**src/rtl/oam_dma.sv**
```systemverilog
// Sprite-DMA initiator: copies one 256-byte CPU page into OAM while holding the CPU.
// Optional macro OAM_DMA_ALIGN_EN adds a parity flop and an ALIGN cycle after HALT.
module oam_dma (
    input  logic        Clk,
    input  logic        Reset,
    input  logic        start,
    input  logic [7:0]  page,
    output logic [15:0] dma_addr,
    output logic        dma_rd,
    input  logic [7:0]  dma_data_in,
    output logic [7:0]  oam_addr,
    output logic [7:0]  oam_data,
    output logic        oam_we_n,
    output logic        cpu_halt,
    output logic        busy,
    output logic        done
);

`ifdef OAM_DMA_ALIGN_EN
    typedef enum logic [2:0] {IDLE, HALT, ALIGN, READ, WRITE} state_t;
`else
    typedef enum logic [2:0] {IDLE, HALT, READ, WRITE} state_t;
`endif

    state_t      state_q, state_d;
    logic [7:0]  page_q, page_d;
    logic [7:0]  idx_q, idx_d;
    logic [7:0]  data_q, data_d;
    logic [15:0] dma_addr_q, dma_addr_d;
    logic        dma_rd_q, dma_rd_d;
    logic [7:0]  oam_addr_q, oam_addr_d;
    logic [7:0]  oam_data_q, oam_data_d;
    logic        oam_we_n_q, oam_we_n_d;
    logic        busy_q, busy_d;
    logic        done_q, done_d;
`ifdef OAM_DMA_ALIGN_EN
    logic        parity_q;
`endif

    // Outputs are computed from the next state so every port comes straight from a flop.
    always_comb begin
        state_d    = state_q;
        page_d     = page_q;
        idx_d      = idx_q;
        data_d     = data_q;
        done_d     = 1'b0;
        dma_addr_d = 16'h0000;
        dma_rd_d   = 1'b0;
        oam_addr_d = 8'h00;
        oam_data_d = 8'h00;
        oam_we_n_d = 1'b1;

        case (state_q)
            IDLE: begin
                if (start) begin
                    page_d  = page;
                    idx_d   = 8'h00;
                    state_d = HALT;
                end
            end
            HALT: begin
`ifdef OAM_DMA_ALIGN_EN
                state_d = parity_q ? ALIGN : READ;
`else
                state_d = READ;
`endif
            end
`ifdef OAM_DMA_ALIGN_EN
            ALIGN: state_d = READ;
`endif
            READ: begin
                data_d  = dma_data_in;
                state_d = WRITE;
            end
            WRITE: begin
                idx_d = idx_q + 8'd1;
                if (idx_q == 8'hFF) begin
                    state_d = IDLE;
                    done_d  = 1'b1;
                end else begin
                    state_d = READ;
                end
            end
            default: state_d = IDLE;
        endcase

        busy_d = (state_d != IDLE);
        if (state_d == READ) begin
            dma_rd_d   = 1'b1;
            dma_addr_d = {page_d, idx_d};
        end
        if (state_d == WRITE) begin
            oam_we_n_d = 1'b0;
            oam_addr_d = idx_d;
            oam_data_d = data_d;
        end
    end

    always_ff @(posedge Clk) begin
        if (Reset) begin
            state_q    <= IDLE;
            page_q     <= 8'h00;
            idx_q      <= 8'h00;
            data_q     <= 8'h00;
            dma_addr_q <= 16'h0000;
            dma_rd_q   <= 1'b0;
            oam_addr_q <= 8'h00;
            oam_data_q <= 8'h00;
            oam_we_n_q <= 1'b1;
            busy_q     <= 1'b0;
            done_q     <= 1'b0;
`ifdef OAM_DMA_ALIGN_EN
            parity_q   <= 1'b0;
`endif
        end else begin
            state_q    <= state_d;
            page_q     <= page_d;
            idx_q      <= idx_d;
            data_q     <= data_d;
            dma_addr_q <= dma_addr_d;
            dma_rd_q   <= dma_rd_d;
            oam_addr_q <= oam_addr_d;
            oam_data_q <= oam_data_d;
            oam_we_n_q <= oam_we_n_d;
            busy_q     <= busy_d;
            done_q     <= done_d;
`ifdef OAM_DMA_ALIGN_EN
            parity_q   <= ~parity_q;
`endif
        end
    end

    assign dma_addr = dma_addr_q;
    assign dma_rd   = dma_rd_q;
    assign oam_addr = oam_addr_q;
    assign oam_data = oam_data_q;
    assign oam_we_n = oam_we_n_q;
    assign cpu_halt = busy_q;
    assign busy     = busy_q;
    assign done     = done_q;

endmodule

```
**config.mk**
```make
export PLATFORM = sky130hd
export DESIGN_NAME = oam_dma
export DESIGN_NICKNAME = d
export VERILOG_FILES = /design/src/rtl/oam_dma.sv
export SDC_FILE = /design/constraint.sdc
export NUM_CORES = 1
export LEC_CHECK = 0
export ABC_CLOCK_PERIOD_IN_PS = 1400
export BUFFER_PORTS_ARGS = -buffer_cell sky130_fd_sc_hd__buf_2
export CORE_ASPECT_RATIO = 1.5
export CORE_UTILIZATION = 43
export DETAILED_ROUTE_END_ITERATION = 16
export PLACE_DENSITY_LB_ADDON = 0.3
export SYNTH_ARGS = -nofsm -noshare
export SYNTH_HDL_FRONTEND = slang
export SYNTH_SLANG_ARGS = --single-unit
```
**constraint.sdc**
```tcl
create_clock -name Clk -period 1.4 [get_ports Clk]
set_input_delay 0.14 -clock Clk [delete_from_list [all_inputs] [get_ports Clk]]
set_output_delay 0.14 -clock Clk [all_outputs]
set_load 0.02 [all_outputs]
```
==> results.tsv <==
stage	metric	value	unit
place	dp_hpwl	2690	um
power_and_ir_drop	p_clk_share	43.0	%
clock_network	htree_levels	3	
grt	grt_antenna_before_repair	0	
cells_and_area	syn_to_final_growth	36.9	%
drt	drt_iter0_markers	27	
clock_network	clk_root_buffer_cell	clkbuf_8	
timing	finalClockSkew	0.00685	ns
synthesis	synth_cells	194	
synthesis	synth_area_per_cell	10.5	um2
setup_path	required	1.61	ns
timing	fin_crit	1.40	ns
clock_network	clk_pin_slew	0.07	ns
min_path	min_to	data_q[1]	
timing	max_freq	0.716	GHz
floorplanning	rows	30	
synthesis	yosysUniqueCellTypes	32	
timing	setup_tns	0	ns
clock_network	cts_hold_buf	0	
timing	grt_setup_unrepaired	yes	
min_path	min-delay-start	dma_data_in[1]	
clock_network	cts_tree	built	
drt	ant_nets	0	
drt	wl	4060	um
place	dp_slack	-0.135	ns
place	gp_congestion	0.821	
cells_and_area	layout-drive-gt1-share	42.5	%
status	status	finished, final reports clean	
clock_network	cts_made_buffers	9	
power_and_ir_drop	swShare	21.0	%
setup_path	rr_endpoint	page_q[0]	
drt	vias_per_cell	4.67	
synthesis	ys_seq_area_share	61.8	%
power_and_ir_drop	power_frac_comb	4.7	%
grt	grt_remaining_overflow	0	
timing	maxSlewViolCount	0	
cells_and_area	fin_nets	290	
floorplanning	die_w	58.2	um
grt	grt_max_degree	28	
clock_network	cts.sinks	63	
grt	grt_use_total	17.3	%
drt	firstDrtPassIters	4	
drt	vias	1584	
floorplanning	dieHeight	86.3	um
floorplanning	start_util	44.9	%
setup_path	r2r_slack	0.004	ns
synthesis	ys_ff_latch	63	
min_path	whs_path_depth	3	
place	io_buffers	55	
timing	fin_ws	0.00358	ns
min_path	hold_class	in -> reg	
clock_network	insertion_delay	0.33	ns
cells_and_area	num_antenna_cells	0	
synthesis	ys_warn_count	0	
setup_path	r2r_cells	5	
timing	setup_violations	0	
setup_path	reg2reg_from	state_q[0]	
timing	fin_crit_sh	99.7	%
power_and_ir_drop	leakagePower	1.23	nW
setup_path	startpoint	state_q[0]	
floorplanning	ios	56	
clock_network	cts_buffer_depth	2	
power_and_ir_drop	pwr-share-seq	52.3	%
floorplanning	core_area	4540	um2
power_and_ir_drop	ir_drop	739	uV
grt	grt_pass1_vias	1463	
power_and_ir_drop	powerDensity	1250	nW/um2
setup_path	cp-end-kind	flip-flop	
setup_path	crit_type	reg -> reg	
synthesis	syn-cell-area	2040	um2
floorplanning	dieArea	5030	um2
drt	drc	0	
timing	finalHoldViolCount	0	
power_and_ir_drop	switching_power	0.000735	W
flow_run	cap_violations	0	
setup_path	crit_arrival	1.61	ns
setup_path	startpoint_type	flip-flop	
setup_path	crit_fanout	8	
power_and_ir_drop	finalPower	0.00349	W
synthesis	synth_fp_nets	214	
grt	grt_pass1_wl	6290	um
drt	wire_per_inst	12.0	um
power_and_ir_drop	power.internal	0.00276	W
sequential cells by signal, indices dropped and copies added, names as in the netlist:
| register | cells |
|---|---|
| oam_we_n | 1 |
| data_q | 8 |
| page_q | 8 |
| state_q | 3 |
| idx_q | 8 |
| dma_rd | 1 |
| oam_addr | 8 |
| oam_data | 8 |
| done | 1 |
| dma_addr | 16 |
| busy | 1 |
power groups by stage:
stage,logic [W],registers (W),clock network (W)
after floorplan,0.0000753,0.00187,0
final,0.000164,0.00182,0.00150
after detailed placement,0.000135,0.00186,0
after global routing,0.000179,0.00183,0.00160
after CTS,0.000143,0.00182,0.00153
after global placement,0.000134,0.00186,0
cells in the final DEF, fill, tap and decap left out, types with 2 or more instances in the layout:
master and count:
nor2_1 58, dfxtp_1 58, buf_2 55, buf_4 15, mux2i_1 13, clkbuf_8 10, mux2i_2 4, and3_1 4
dfxtp_2 4, a21oi_2 3, clkinv_2 3, o21ai_2 2, nand3_1 2, nor2_2 2, o21ai_0 2, a21oi_1 2
nor3b_1 2, mux2i_4 2, inv_1 2, clkbuf_1 2, buf_6 2
repair_timing:
action,4_1_cts,5_1_grt
pin swaps,1,9
endpoints found under the setup margin,48,58
setup buffers,3,0
gates resized for setup,4,31
metrics by stage:
| stage | utilization (%) | std cells | area [um2] | hold slack [ns] |
|---|---|---|---|---|
| floorplan | - | 194 | 2040 | 0.307 |
| global placement | 54.4 | 320 | 2470 | 0.401 |
| detailed placement | 54.4 | 320 | 2470 | 0.404 |
| CTS | 59.2 | 339 | 2690 | 0.0562 |
| global route | 61.5 | 339 | 2790 | 0.0728 |
| finish | 61.5 | 339 | 2790 | 0.0622 |
worst max-delay path: stages (launching register included):
cell and delay [ns]:
dfxtp_4 0.36, nor4b_4 0.29, buf_6 0.17, buf_8 0.16, mux2i_2 0.24, nor2_1 0.06
cell usage after synthesis:
cell | count | area, um2
nand3_2 | 1 | 10.0
and3_1 | 4 | 25.0
nand4_1 | 1 | 6.26
conb_1 | 1 | 3.75
ha_1 | 1 | 12.5
nor2_1 | 61 | 229
a31oi_1 | 1 | 6.26
nor3b_1 | 3 | 22.5
and3b_1 | 1 | 8.76
a21oi_1 | 5 | 25.0
buf_2 | 3 | 15.0
nor3_2 | 1 | 10.0
and4_1 | 2 | 17.5
a22oi_1 | 1 | 7.51
dfxtp_1 | 63 | 1260
and2_1 | 2 | 12.5
o22ai_1 | 1 | 6.26
a41o_1 | 1 | 10.0
nand3_1 | 2 | 10.0
clkbuf_1 | 3 | 11.3
nand3b_1 | 1 | 7.51
buf_4 | 1 | 7.51
o21ai_0 | 5 | 25.0
nor4b_4 | 1 | 23.8
mux2i_1 | 19 | 190
nand2_1 | 1 | 3.75
buf_6 | 2 | 22.5
inv_1 | 2 | 7.51
a221oi_2 | 1 | 15.0
nor3_1 | 1 | 5.00
nand3b_2 | 1 | 11.3
nor4bb_1 | 1 | 10.0
cells by family after synthesis:
group                    Yosys count  synth area share [%]
AND/OR/NAND/NOR                   84                  20.2
other                              1                 0.184
buffers and inverters             11                  3.13
adder cells (fa/ha/maj)            1                 0.613
flip-flops                        63                  61.8
multiplexers                      19                  9.33
AO/OA/AOI/OAI                     15                  4.66
worst max-delay path by stage:
stage	end	slack [ns]	depth (start not counted)
6_report	page_q[0]	0.004	5
5_1_grt	idx_q[5]	-0.08	7
4_1_cts	idx_q[2]	0.008	6
3_5_place_dp	page_q[0]	-0.13	4
3_3_place_gp	page_q[1]	-0.09	4
2_1_floorplan	oam_addr[7]	0.0004	5
final cells by class:
type                       count  area [um2]
sequential                    63        1270
fill                         403        1750
clock inverter                 4        45.0
clock buffer                  12         145
multi-input combinational    120         798
timing repair buffer          74         445
inverter                       2        7.51
tap                           64        80.1
layer usage:
layer	track usage [%]	vias up	wire length (um)
li1	-	797	-
met1	17.3	736	1590
met2	29.7	40	2200
met3	5.37	11	145
met4	12.3	0	123
met5	0	-	0
Power figures use the tool's default switching activity.
